==> src/rtl/sha3_pkg.sv <==
// Shared types and constants for the SHA-3 absorb front end.
package sha3_pkg;

    typedef logic [63:0] lane_t;

    // Rate in 64-bit lanes for the fixed-output SHA-3 variants.
    localparam int unsigned RATE_SHA3_224 = 18;
    localparam int unsigned RATE_SHA3_256 = 17;
    localparam int unsigned RATE_SHA3_384 = 13;
    localparam int unsigned RATE_SHA3_512 = 9;

    // First padding byte: SHA-3 hash vs. SHAKE XOF.
    localparam logic [7:0] DOMAIN_SHA3  = 8'h06;
    localparam logic [7:0] DOMAIN_SHAKE = 8'h1F;

    // Absorb FSM encoding.
    typedef logic [1:0] absorb_state_e;
    localparam absorb_state_e ST_COLLECT = 2'd0;
    localparam absorb_state_e ST_DRAIN   = 2'd1;
    localparam absorb_state_e ST_EMIT    = 2'd2;

endpackage

==> src/rtl/sha3_lane_pad.sv <==
// Masks a message lane to its valid bytes and applies domain / final padding.
module sha3_lane_pad
    import sha3_pkg::*;
#(
    parameter logic [7:0] DOMAIN_BYTE = DOMAIN_SHA3
) (
    input  lane_t      lane,
    input  logic [3:0] nbytes,    // valid low bytes, 0..8
    input  logic       dom_flag,  // domain byte lands at byte nbytes of this lane
    input  logic       fin_flag,  // this lane holds the last rate byte
    output lane_t      padded
);

    // Keep valid bytes, then XOR padding; a coinciding domain and final byte merge to DOMAIN|0x80.
    always_comb begin
        padded = '0;
        for (int j = 0; j < 8; j++) begin
            if (j < int'(nbytes)) begin
                padded[8*j +: 8] = lane[8*j +: 8];
            end
            if (dom_flag && (j == int'(nbytes))) begin
                padded[8*j +: 8] = padded[8*j +: 8] ^ DOMAIN_BYTE;
            end
        end
        if (fin_flag) begin
            padded[63:56] = padded[63:56] ^ 8'h80;
        end
    end

endmodule

==> src/rtl/sha3_absorb_packer.sv <==
// Packs a 64-bit little-endian byte stream into one padded Keccak state and
// strobes it out for a single-block SHA-3 permutation.
module sha3_absorb_packer
    import sha3_pkg::*;
#(
    parameter int unsigned RATE_LANES  = RATE_SHA3_256,
    parameter logic [7:0]  DOMAIN_BYTE = DOMAIN_SHA3
) (
    input  logic         clk,
    input  logic         rst,
    input  logic         ivalid,
    output logic         iready,
    input  logic [63:0]  idata,
    input  logic         ilast,
    input  logic [3:0]   ibytes,
    output logic [319:0] osa,
    output logic [319:0] osb,
    output logic [319:0] osc,
    output logic [319:0] osd,
    output logic [319:0] ose,
    output logic         osample,
    output logic         oerror
);

    localparam logic [4:0] RATE_K    = 5'(RATE_LANES);
    localparam logic [4:0] FIN_K     = 5'(RATE_LANES - 1);
    localparam logic [8:0] LAST_BYTE = 9'(8 * RATE_LANES - 1);

    absorb_state_e state_q, state_d;
    logic [4:0]    k_q, k_d;
    lane_t         lanes_q [25];
    lane_t         lanes_d [25];
    logic          osample_q, osample_d;
    logic          oerror_q, oerror_d;

    logic       accept;
    logic [3:0] n_eff;
    logic [8:0] pos;
    logic       overflow;
    logic [4:0] k_nxt;
    lane_t      padded;

    assign iready = !rst && (state_q != ST_EMIT);
    assign accept = ivalid && iready;

    // Effective byte count: non-last beats are full, oversize counts saturate at 8.
    assign n_eff = (!ilast || (ibytes > 4'd8)) ? 4'd8 : ibytes;
    assign pos   = {1'b0, k_q, 3'b000} + {5'b0, n_eff};
    assign k_nxt = k_q + 5'd1;

    // Domain byte must fit at or below the final rate byte, and no beat may land past the rate.
    assign overflow = (k_q == RATE_K) || (ilast && (pos > LAST_BYTE));

    sha3_lane_pad #(
        .DOMAIN_BYTE (DOMAIN_BYTE)
    ) u_lane_pad (
        .lane     (idata),
        .nbytes   (n_eff),
        .dom_flag (ilast && (n_eff < 4'd8)),
        .fin_flag (ilast && (k_q == FIN_K)),
        .padded   (padded)
    );

    // Next-state: lane writes, padding, overflow recovery and post-emit clearing.
    always_comb begin
        state_d   = state_q;
        k_d       = k_q;
        lanes_d   = lanes_q;
        osample_d = 1'b0;
        oerror_d  = 1'b0;
        unique case (state_q)
            ST_COLLECT: begin
                if (accept) begin
                    if (overflow) begin
                        oerror_d = 1'b1;
                        for (int i = 0; i < 25; i++) lanes_d[i] = '0;
                        k_d     = '0;
                        state_d = ilast ? ST_COLLECT : ST_DRAIN;
                    end else begin
                        lanes_d[k_q] = padded;
                        k_d          = k_nxt;
                        if (ilast) begin
                            // Full last beat: domain byte opens the following lane.
                            if (n_eff == 4'd8) begin
                                lanes_d[k_nxt][7:0] = lanes_d[k_nxt][7:0] ^ DOMAIN_BYTE;
                            end
                            // Final rate byte not covered by the pad unit this cycle.
                            if (k_q != FIN_K) begin
                                lanes_d[FIN_K][63:56] = lanes_d[FIN_K][63:56] ^ 8'h80;
                            end
                            osample_d = 1'b1;
                            state_d   = ST_EMIT;
                        end
                    end
                end
            end
            ST_DRAIN: begin
                if (accept && ilast) begin
                    for (int i = 0; i < 25; i++) lanes_d[i] = '0;
                    k_d     = '0;
                    state_d = ST_COLLECT;
                end
            end
            ST_EMIT: begin
                for (int i = 0; i < 25; i++) lanes_d[i] = '0;
                k_d     = '0;
                state_d = ST_COLLECT;
            end
            default: begin
                for (int i = 0; i < 25; i++) lanes_d[i] = '0;
                k_d     = '0;
                state_d = ST_COLLECT;
            end
        endcase
    end

    // State registers with synchronous reset.
    always_ff @(posedge clk) begin
        if (rst) begin
            state_q   <= ST_COLLECT;
            k_q       <= '0;
            osample_q <= 1'b0;
            oerror_q  <= 1'b0;
            for (int i = 0; i < 25; i++) lanes_q[i] <= '0;
        end else begin
            state_q   <= state_d;
            k_q       <= k_d;
            osample_q <= osample_d;
            oerror_q  <= oerror_d;
            for (int i = 0; i < 25; i++) lanes_q[i] <= lanes_d[i];
        end
    end

    assign osample = osample_q;
    assign oerror  = oerror_q;

    // Row y, element x = lane x+5y, element 0 in the low 64 bits.
    assign osa = {lanes_q[4],  lanes_q[3],  lanes_q[2],  lanes_q[1],  lanes_q[0]};
    assign osb = {lanes_q[9],  lanes_q[8],  lanes_q[7],  lanes_q[6],  lanes_q[5]};
    assign osc = {lanes_q[14], lanes_q[13], lanes_q[12], lanes_q[11], lanes_q[10]};
    assign osd = {lanes_q[19], lanes_q[18], lanes_q[17], lanes_q[16], lanes_q[15]};
    assign ose = {lanes_q[24], lanes_q[23], lanes_q[22], lanes_q[21], lanes_q[20]};

endmodule

==> config.mk <==
export PLATFORM = sky130hd
export DESIGN_NAME = sha3_absorb_packer
export DESIGN_NICKNAME = d
export VERILOG_FILES = /design/src/rtl/sha3_pkg.sv /design/src/rtl/sha3_lane_pad.sv /design/src/rtl/sha3_absorb_packer.sv
export SDC_FILE = /design/constraint.sdc
export NUM_CORES = 2
export LEC_CHECK = 0
export CORE_AREA = 2 2 652 654
export CTS_CLUSTER_DIAMETER = 40
export CTS_CLUSTER_SIZE = 24
export DETAILED_ROUTE_END_ITERATION = 6
export DIE_AREA = 0 0 654 656
export GPL_ROUTABILITY_DRIVEN = 0
export PLACE_DENSITY = 0.31
export SLEW_MARGIN = 20
export SYNTH_ARGS = -nofsm -noshare
export SYNTH_HDL_FRONTEND = slang
export SYNTH_SLANG_ARGS = --single-unit
==> constraint.sdc <==
create_clock -name clk -period 9.1 [get_ports clk]
set_clock_uncertainty 0.1 [all_clocks]
set_input_delay 1.82 -clock clk [delete_from_list [all_inputs] [get_ports clk]]
set_output_delay 1.82 -clock clk [all_outputs]
set_load 0.02 [all_outputs]
* Word-level counts from Yosys, hierarchy flattened
Cells that the tools add are included.
Word-level totals: bits in registers 1609, input port bits 72, word-level logic and storage cells 153
Cells by class: $add $sub $neg 2, $lt $le $gt $ge 15, equality and inequality tests 16, mux-type cells 50, bitwise gates (word level) 15, reductions and logical operators 26
Operators with widths (count):
- 1600-bit two-way mux | 9
- 1600-bit bitwise mux | 2
- 1600-bit case mux with 2 select lines | 1
- 64-bit demux with 5-bit select | 2
- 64-bit binary-select mux with 5-bit select | 1
- 8-bit two-way mux | 13
- 64-bit two-way mux | 1
- 3-bit two-way mux | 8
- 2-bit inverter | 9
- 4-bit equality test (first input constant) | 4
- 1-bit logical AND | 16
- 3-bit by 4-bit less-than comparator with 1-bit output (first input constant) | 4
- 5-bit two-way mux | 3
- 6-bit >= comparator (second input constant) | 2
- 6-bit by 1-bit less-than comparator with 1-bit output (second input constant) | 2
- 5-bit inverter with 6-bit output | 2
- 5-bit equality test (second input constant) | 2
- 5-bit case mux with 2 select lines | 1
- 8-bit by 4-bit adder with 9-bit output | 1
- 9-bit by 8-bit greater-than comparator with 1-bit output (second input constant) | 1
- 3-bit by 4-bit equality test with 1-bit output (first input constant) | 2
- 1-bit by 4-bit less-than comparator with 1-bit output (first input constant) | 2
- 2-bit by 4-bit less-than comparator with 1-bit output (first input constant) | 2
- 2-bit two-way mux | 4
- 21 further kinds | 30

* Depth between registers and ports, before layout
word-level depth 25, mapped depth 16, mapped depth without buffers 11

* Modules after synthesis
A second synthesis with hierarchy kept.
Unflattened totals: cell total of the unflattened synthesis 5040, area total of the unflattened synthesis 56770.7 um^2
Modules (own cells, without submodules):
- sha3_absorb_packer | times used 1, cells an instance 4928, area an instance 56038.7 um^2
- sha3_lane_pad | times used 1, cells an instance 112, area an instance 732.0 um^2

* Least setup slack after synthesis
OpenSTA, ideal clock, no wires.
path type input to register, from in ilast, to reg lanes_q, in the netlist osb[130], data arrival time 4.874 ns, required time 8.926 ns, setup slack 4.052 ns, stages on the path 15, path buffers 4, path through buf_2 nor2b_1 inv_1 clkbuf_1 ha_1 ha_1 xor2_1 or3_1 o211ai_2 nand2_2 buf_2 buf_2 nor2_1 a22oi_1 o21ai_0
Between the ends: longest elaborated chain between the ends 22, elaborated cells on any way between the ends 34, those cells by class 1 x add/sub; 3 x order compare; 2 x eq/ne; 17 x mux; 2 x bitwise; 9 x reduce/logical
Ends and longest elaborated chain:
- start: declaration | line sha3_absorb_packer.sv:14 | input logic ilast,
- 1-bit logical NOT | line sha3_absorb_packer.sv:47 | assign n_eff = (!ilast || (ibytes > 4'd8)) ? 4'd8 : ibytes;
- 1-bit logical OR | line sha3_absorb_packer.sv:47
- 4-bit two-way mux | line sha3_absorb_packer.sv:47
- 1-bit by 4-bit less-than comparator with 1-bit output or 4-bit less-than comparator (tied branches) | line sha3_lane_pad.sv:18, sha3_absorb_packer.sv:59
- 8-bit two-way mux or 1-bit logical AND (tied branches) | line sha3_lane_pad.sv:18, sha3_absorb_packer.sv:59
- 2-bit inverter (no line) or 1-bit logical AND (tied branches)
- 3-bit two-way mux | line sha3_lane_pad.sv:21 | if (dom_flag && (j == int'(nbytes))) begin
- 1600-bit bitwise mux | line sha3_absorb_packer.sv:80 | lanes_d[k_q] = padded;
- (+6 left out)
- 1600-bit two-way mux | line sha3_absorb_packer.sv:82 | if (ilast) begin
- 1600-bit two-way mux | line sha3_absorb_packer.sv:74 | if (overflow) begin
- 1600-bit two-way mux | line sha3_absorb_packer.sv:73 | if (accept) begin
- 1600-bit two-way mux | line sha3_absorb_packer.sv:71 | unique case (state_q)
- 1600-bit two-way mux | line sha3_absorb_packer.sv:82
- 1600-bit two-way mux | line sha3_absorb_packer.sv:74
- 1600-bit two-way mux | line sha3_absorb_packer.sv:73
- 1600-bit case mux with 2 select lines | line sha3_absorb_packer.sv:71
- end: declaration | line sha3_absorb_packer.sv:31 | lane_t lanes_q [25];
Parallel ways exist; a longest one is shown, timed or not. The select of a mux whose other input is x is not followed. A chain may end at the register's enable or synchronous reset.

* Final worst setup path
from in ibytes[3], to reg lanes_q, in the netlist ose[241]
Between the ends: longest elaborated chain between the ends 18, elaborated cells on any way between the ends 27, those cells by class 1 x add/sub; 4 x order compare; 2 x eq/ne; 14 x mux; 1 x bitwise; 5 x reduce/logical
Ends and longest elaborated chain:
- start: declaration | line sha3_absorb_packer.sv:15 | input logic [3:0] ibytes,
- 4-bit greater-than comparator | line sha3_absorb_packer.sv:47
- 1-bit logical OR | line sha3_absorb_packer.sv:47
- 4-bit two-way mux * | line sha3_absorb_packer.sv:47
- 3-bit by 4-bit less-than comparator with 1-bit output or 4-bit less-than comparator (tied branches) | line sha3_lane_pad.sv:18, sha3_absorb_packer.sv:59
- 8-bit two-way mux or 1-bit logical AND (tied branches) | line sha3_lane_pad.sv:18, sha3_absorb_packer.sv:59
- 2-bit inverter (no line) or 1-bit logical AND (tied branches)
- 3-bit two-way mux | line sha3_lane_pad.sv:21
- 1600-bit bitwise mux | line sha3_absorb_packer.sv:80
- (+2 left out)
- 1600-bit two-way mux | line sha3_absorb_packer.sv:82
- 1600-bit two-way mux | line sha3_absorb_packer.sv:74
- 1600-bit two-way mux | line sha3_absorb_packer.sv:73
- 1600-bit two-way mux | line sha3_absorb_packer.sv:71
- 1600-bit two-way mux | line sha3_absorb_packer.sv:82
- 1600-bit two-way mux * | line sha3_absorb_packer.sv:74
- 1600-bit two-way mux * | line sha3_absorb_packer.sv:73
- 1600-bit case mux with 2 select lines * | line sha3_absorb_packer.sv:71
Every way passes the cells marked *; elsewhere a longest branch is shown, timed or not. The select of a mux whose other input is x is not followed.

==> metrics.log <==
INFO  metric yosys_register_bits = 1609
INFO  metric core_region_area = about 420000 µm²
INFO  metric synth.cell_area = 59500 µm²
INFO  metric dr.max_layer_used = met4
INFO  metric wl = 444000 µm
INFO  metric post-route-min-period = 6.00 ns
INFO  metric filler_cell_count = roughly 46k
INFO  metric synth_ff_type = dfxtp_1
INFO  metric nNetsFinal = just over 9k
INFO  metric max_cap_violations = 0
INFO  metric timing.hold.worst.class = reg2reg
INFO  metric post_synth_fa_ha_maj_area_fraction = 0.00147
INFO  metric timing.final.hold_violations = 0
INFO  metric critPathKind = in2reg
INFO  metric vias = 62.8k
INFO  metric main_combinational_cell_family_by_area_after_synthesis = compound AO/OA/AOI/OAI gates
INFO  metric gr-total-overflow = 0
INFO  metric hold_path_depth = 2
INFO  metric grt_first_pass_wirelength = 579000 µm
INFO  metric p_per_area = 239 nW/µm²
INFO  metric cts_root_buffer = clkbuf_16
INFO  metric final_tns_setup = 0 ns
INFO  metric antenna_left = 0
INFO  metric critical_path_arrival = 6.74 ns
INFO  metric io_buffer_count = 1674
INFO  metric cp-startpoint = ibytes[3]
INFO  metric largest_net_degree_at_the_start_of_global_routing = 110
INFO  metric final_cycle_share = 0.659
INFO  metric slew_headroom = 0.154
INFO  metric synth_enable_flop_cells = 0
INFO  metric detail_route.wirelength.met1 = approximately 170000 µm
INFO  metric cp.buffers_inverters = 4
INFO  metric post_synth_mux_area_share = 0.00374
INFO  metric critical_path.top_delay_family = buffers and inverters
INFO  metric detailed_place_hpwl = 316000 µm
INFO  metric yosysUniqueCellTypes = 80
INFO  metric proportion_of_register_bits_with_asynchronous_set_or_reset_after_synthesis = 0
INFO  metric syn_inst = 7475
INFO  metric synthesis.nets = 7554
INFO  metric syn_area_per_cell = 7.96 µm²
INFO  metric total_number_of_h_tree_levels = 5
INFO  metric initial_utilization = 0.141
INFO  metric drt_first_pass_iters = 5
INFO  metric synth.yosys.seq_area_share = 0.541
INFO  metric ordered_cell_list_for_the_critical_path = clkdlybuf4s50_1 -> nor2b_2 -> inv_2 -> ha_1 -> ha_1 -> xor2_1 -> or3_1 -> o211ai_2 -> nand2_4 -> buf_4 -> o21ai_4 -> buf_4 -> nand2_1 -> o21ai_0
INFO  metric cts_tree = built
INFO  metric post_cts_hold_buffer_count = 0
INFO  metric rows = about 240
INFO  metric io_pins = 1675
INFO  metric worst_setup_hold_path_clk_slew = about 0.050 ns
INFO  metric worst_hold_startpoint = osa[22]
INFO  metric report.final.slew_viol_count = 0
INFO  metric met2WireLength = 214000 µm
INFO  metric worst_ir_drop_vdd = 0.000158 V
INFO  metric end_kind = register
INFO  metric leakagePower = 32.1 nW
INFO  metric max_clock_freq = 167 MHz
INFO  metric synth_compound_area_frac = 0.204
INFO  metric critPathLaunchType = input port
INFO  metric outcome = completed
INFO  metric via_count_of_the_first_global_routing_pass = roughly 60k
INFO  metric layout-drive-gt1-share = 0.109
INFO  metric area_delta_synth_final = 61.6%
INFO  metric crit-reg2reg-launch = k_q[0]
INFO  metric cts.sinks = 1609
INFO  metric worst_r2r_path_depth = 11
INFO  metric clk-insertion-delay-late = 0.93 ns
INFO  metric tritoncts.num_buffers = between 300 and 400
INFO  metric timing.critical_path.slowest_stage_cell = clkdlybuf4s50_1
INFO  metric grt.total_usage = 0.198
INFO  metric antenna_violations_before_repair = 52
INFO  metric met3_routed_wirelength = between 30000 and 40000 µm
INFO  metric first_iter_violations = between 5k and 6k
INFO  metric grt_setup_unrepaired = false
INFO  metric die_area = approximately 430000 µm²
INFO  metric crit_required = roughly 9.8 ns
INFO  metric tightest_slew = 1.26 ns
INFO  metric path_max_fanout = 56
INFO  metric cts_resized = 0
INFO  metric hold_slack = 0.347 ns
INFO  metric vertical_die_dimension = 656 µm
INFO  metric cp.depth = 14
INFO  metric post_synth_and_or_nand_nor_area_fraction = 0.202
INFO  metric postCtsSetupBuffers = 0
INFO  metric die_x = 654 µm
INFO  metric yosysWarningCount = 0
INFO  metric clk_path_buf_depth = 4
INFO  metric finalSetupViolCount = 0
INFO  metric remaining_drc_errors = 0
INFO  metric slowest_delay = about 0.78 ns
INFO  metric detail_route.wl_per_cell = between 20 and 30 µm
INFO  metric synth-xor-area-share = 0.000588
INFO  metric via_per_inst = 4.18
[cells in the final DEF, fill, tap and decap left out, drive strengths merged, types with 10 or more instances in the layout]
master,netlist,final
a211o,13,13
a211oi,126,126
a21o,20,20
a21oi,1091,1091
a221o,24,24
a22o,14,14
a22oi,57,57
a32o,10,10
a32oi,45,45
and2,46,46
buf,147,213
bufinv,0,43
clkbuf,543,492
clkdlybuf4s50,0,1674
clkinv,1,108
clkinvlp,0,30
dfxtp,1609,1609
diode,0,25
inv,8,17
mux2i,11,11
nand2,2297,2297
nand2b,12,12
nand3,20,20
nand4bb,12,12
nor2,444,444
nor2b,38,38
nor3,41,41
o211ai,32,32
o21ai,613,613
o221ai,14,14
o22ai,32,32
o31ai,27,27
or3,10,10
[kinds of logic (layout without fill, tap and decap cells)]
| kind of cell | Yosys count | count (layout) |
|---|---|---|
| buffers and inverters | 699 | 2577 |
| adder cells (fa/ha/maj) | 7 | 7 |
| multiplexers | 16 | 16 |
| XOR/XNOR | 4 | 4 |
| AND/OR/NAND/NOR | 2986 | 2986 |
| other | 0 | 25 |
| flip-flops | 1609 | 1609 |
| AO/OA/AOI/OAI | 2154 | 2154 |
[state kept, by name (all words and copies together) (netlist names)]
name     count
osb        320
state_q      2
k_q          5
osd        320
osc        320
osa        320
oerror       1
osample      1
ose        320
[synthesized netlist by cell type (13+ instances only)]
cell type  count  area (µm²)
a21o_1        20         150
a211oi_1     126         946
a32oi_1       45         394
o211ai_1      28         210
nor2b_1       38         238
o31ai_1       22         165
a211o_1       13         114
buf_1         36         135
nor2_1       442        1660
a22oi_1       57         428
o21ai_1       19        95.1
nand3_1       20         100
nor3_1        40         200
o21ai_0      589        2950
o22ai_1       32         200
nand2_1     2296        8620
dfxtp_1     1609       32200
clkbuf_1     542        2030
a22o_1        14         123
a221o_1       24         240
buf_2         98         490
and2_1        46         288
o221ai_1      14         123
a21oi_1     1088        5450
[where the power goes]
part           total (mW)  switching (mW)  internal, mW
Combinational        1.78            1.39         0.393
Clock                14.0            4.68          9.32
Sequential           7.18          0.0522          7.13
Total                23.0            6.12          16.8
[stage by stage]
stage               instance area [µm²]  power [mW]  cells  utilization  worst slack (ns)
floorplan                         59500        8.04   7475            -              4.05
CTS                               96100        23.3  15016        0.228              3.20
detailed placement                83000        9.12  14335        0.197              2.18
global route                      96200        23.7  15024        0.228              2.84
finish                            96200        23.0  15041        0.228              3.10
global placement                  83000        9.11  14333        0.197              2.25
[layer usage]
metal | up-vias | GRT usage
met5 | - | 0
met4 | 0 | 0.0943
met3 | 687 | 0.0590
met2 | 2735 | 0.338
met1 | 30991 | 0.223
li1 | 28431 | -
[worst paths after layout]
| check | end | slack (ns) |
|---|---|---|
| setup / recovery | ose[241] | 3.10 |
| hold / removal | osa[22] | 0.35 |
| hold reg to reg | osa[22] | 0.35 |
| setup reg to reg | ose[69] | 4.02 |
[layout make-up]
class                           instances  area (µm²)  share of cell area
Sequential cell                      1609       32200               0.335
Multi-Input combinational cell       5167       25200               0.262
Timing Repair Buffer                 1887       18500               0.193
Clock buffer                          492       10500               0.109
Tap cell                             5663        7090              0.0736
Clock inverter                        189        2570              0.0267
Antenna cell                           25        62.6            0.000650
Inverter                                9        33.8            0.000351
[worst reg2reg max path: stages, from the launching register on]
cell and delay, ns:
dfxtp_1 0.30, buf_4 0.42, clkinv_1 0.62, ha_1 0.50
buf_4 0.39, nand2b_1 0.55, buf_4 0.47, a21oi_1 0.21
o21ai_0 0.13, a41oi_1 0.77, or3_4 0.38, o211ai_2 0.11
Note: power is estimated with default switching activity, not from simulation.
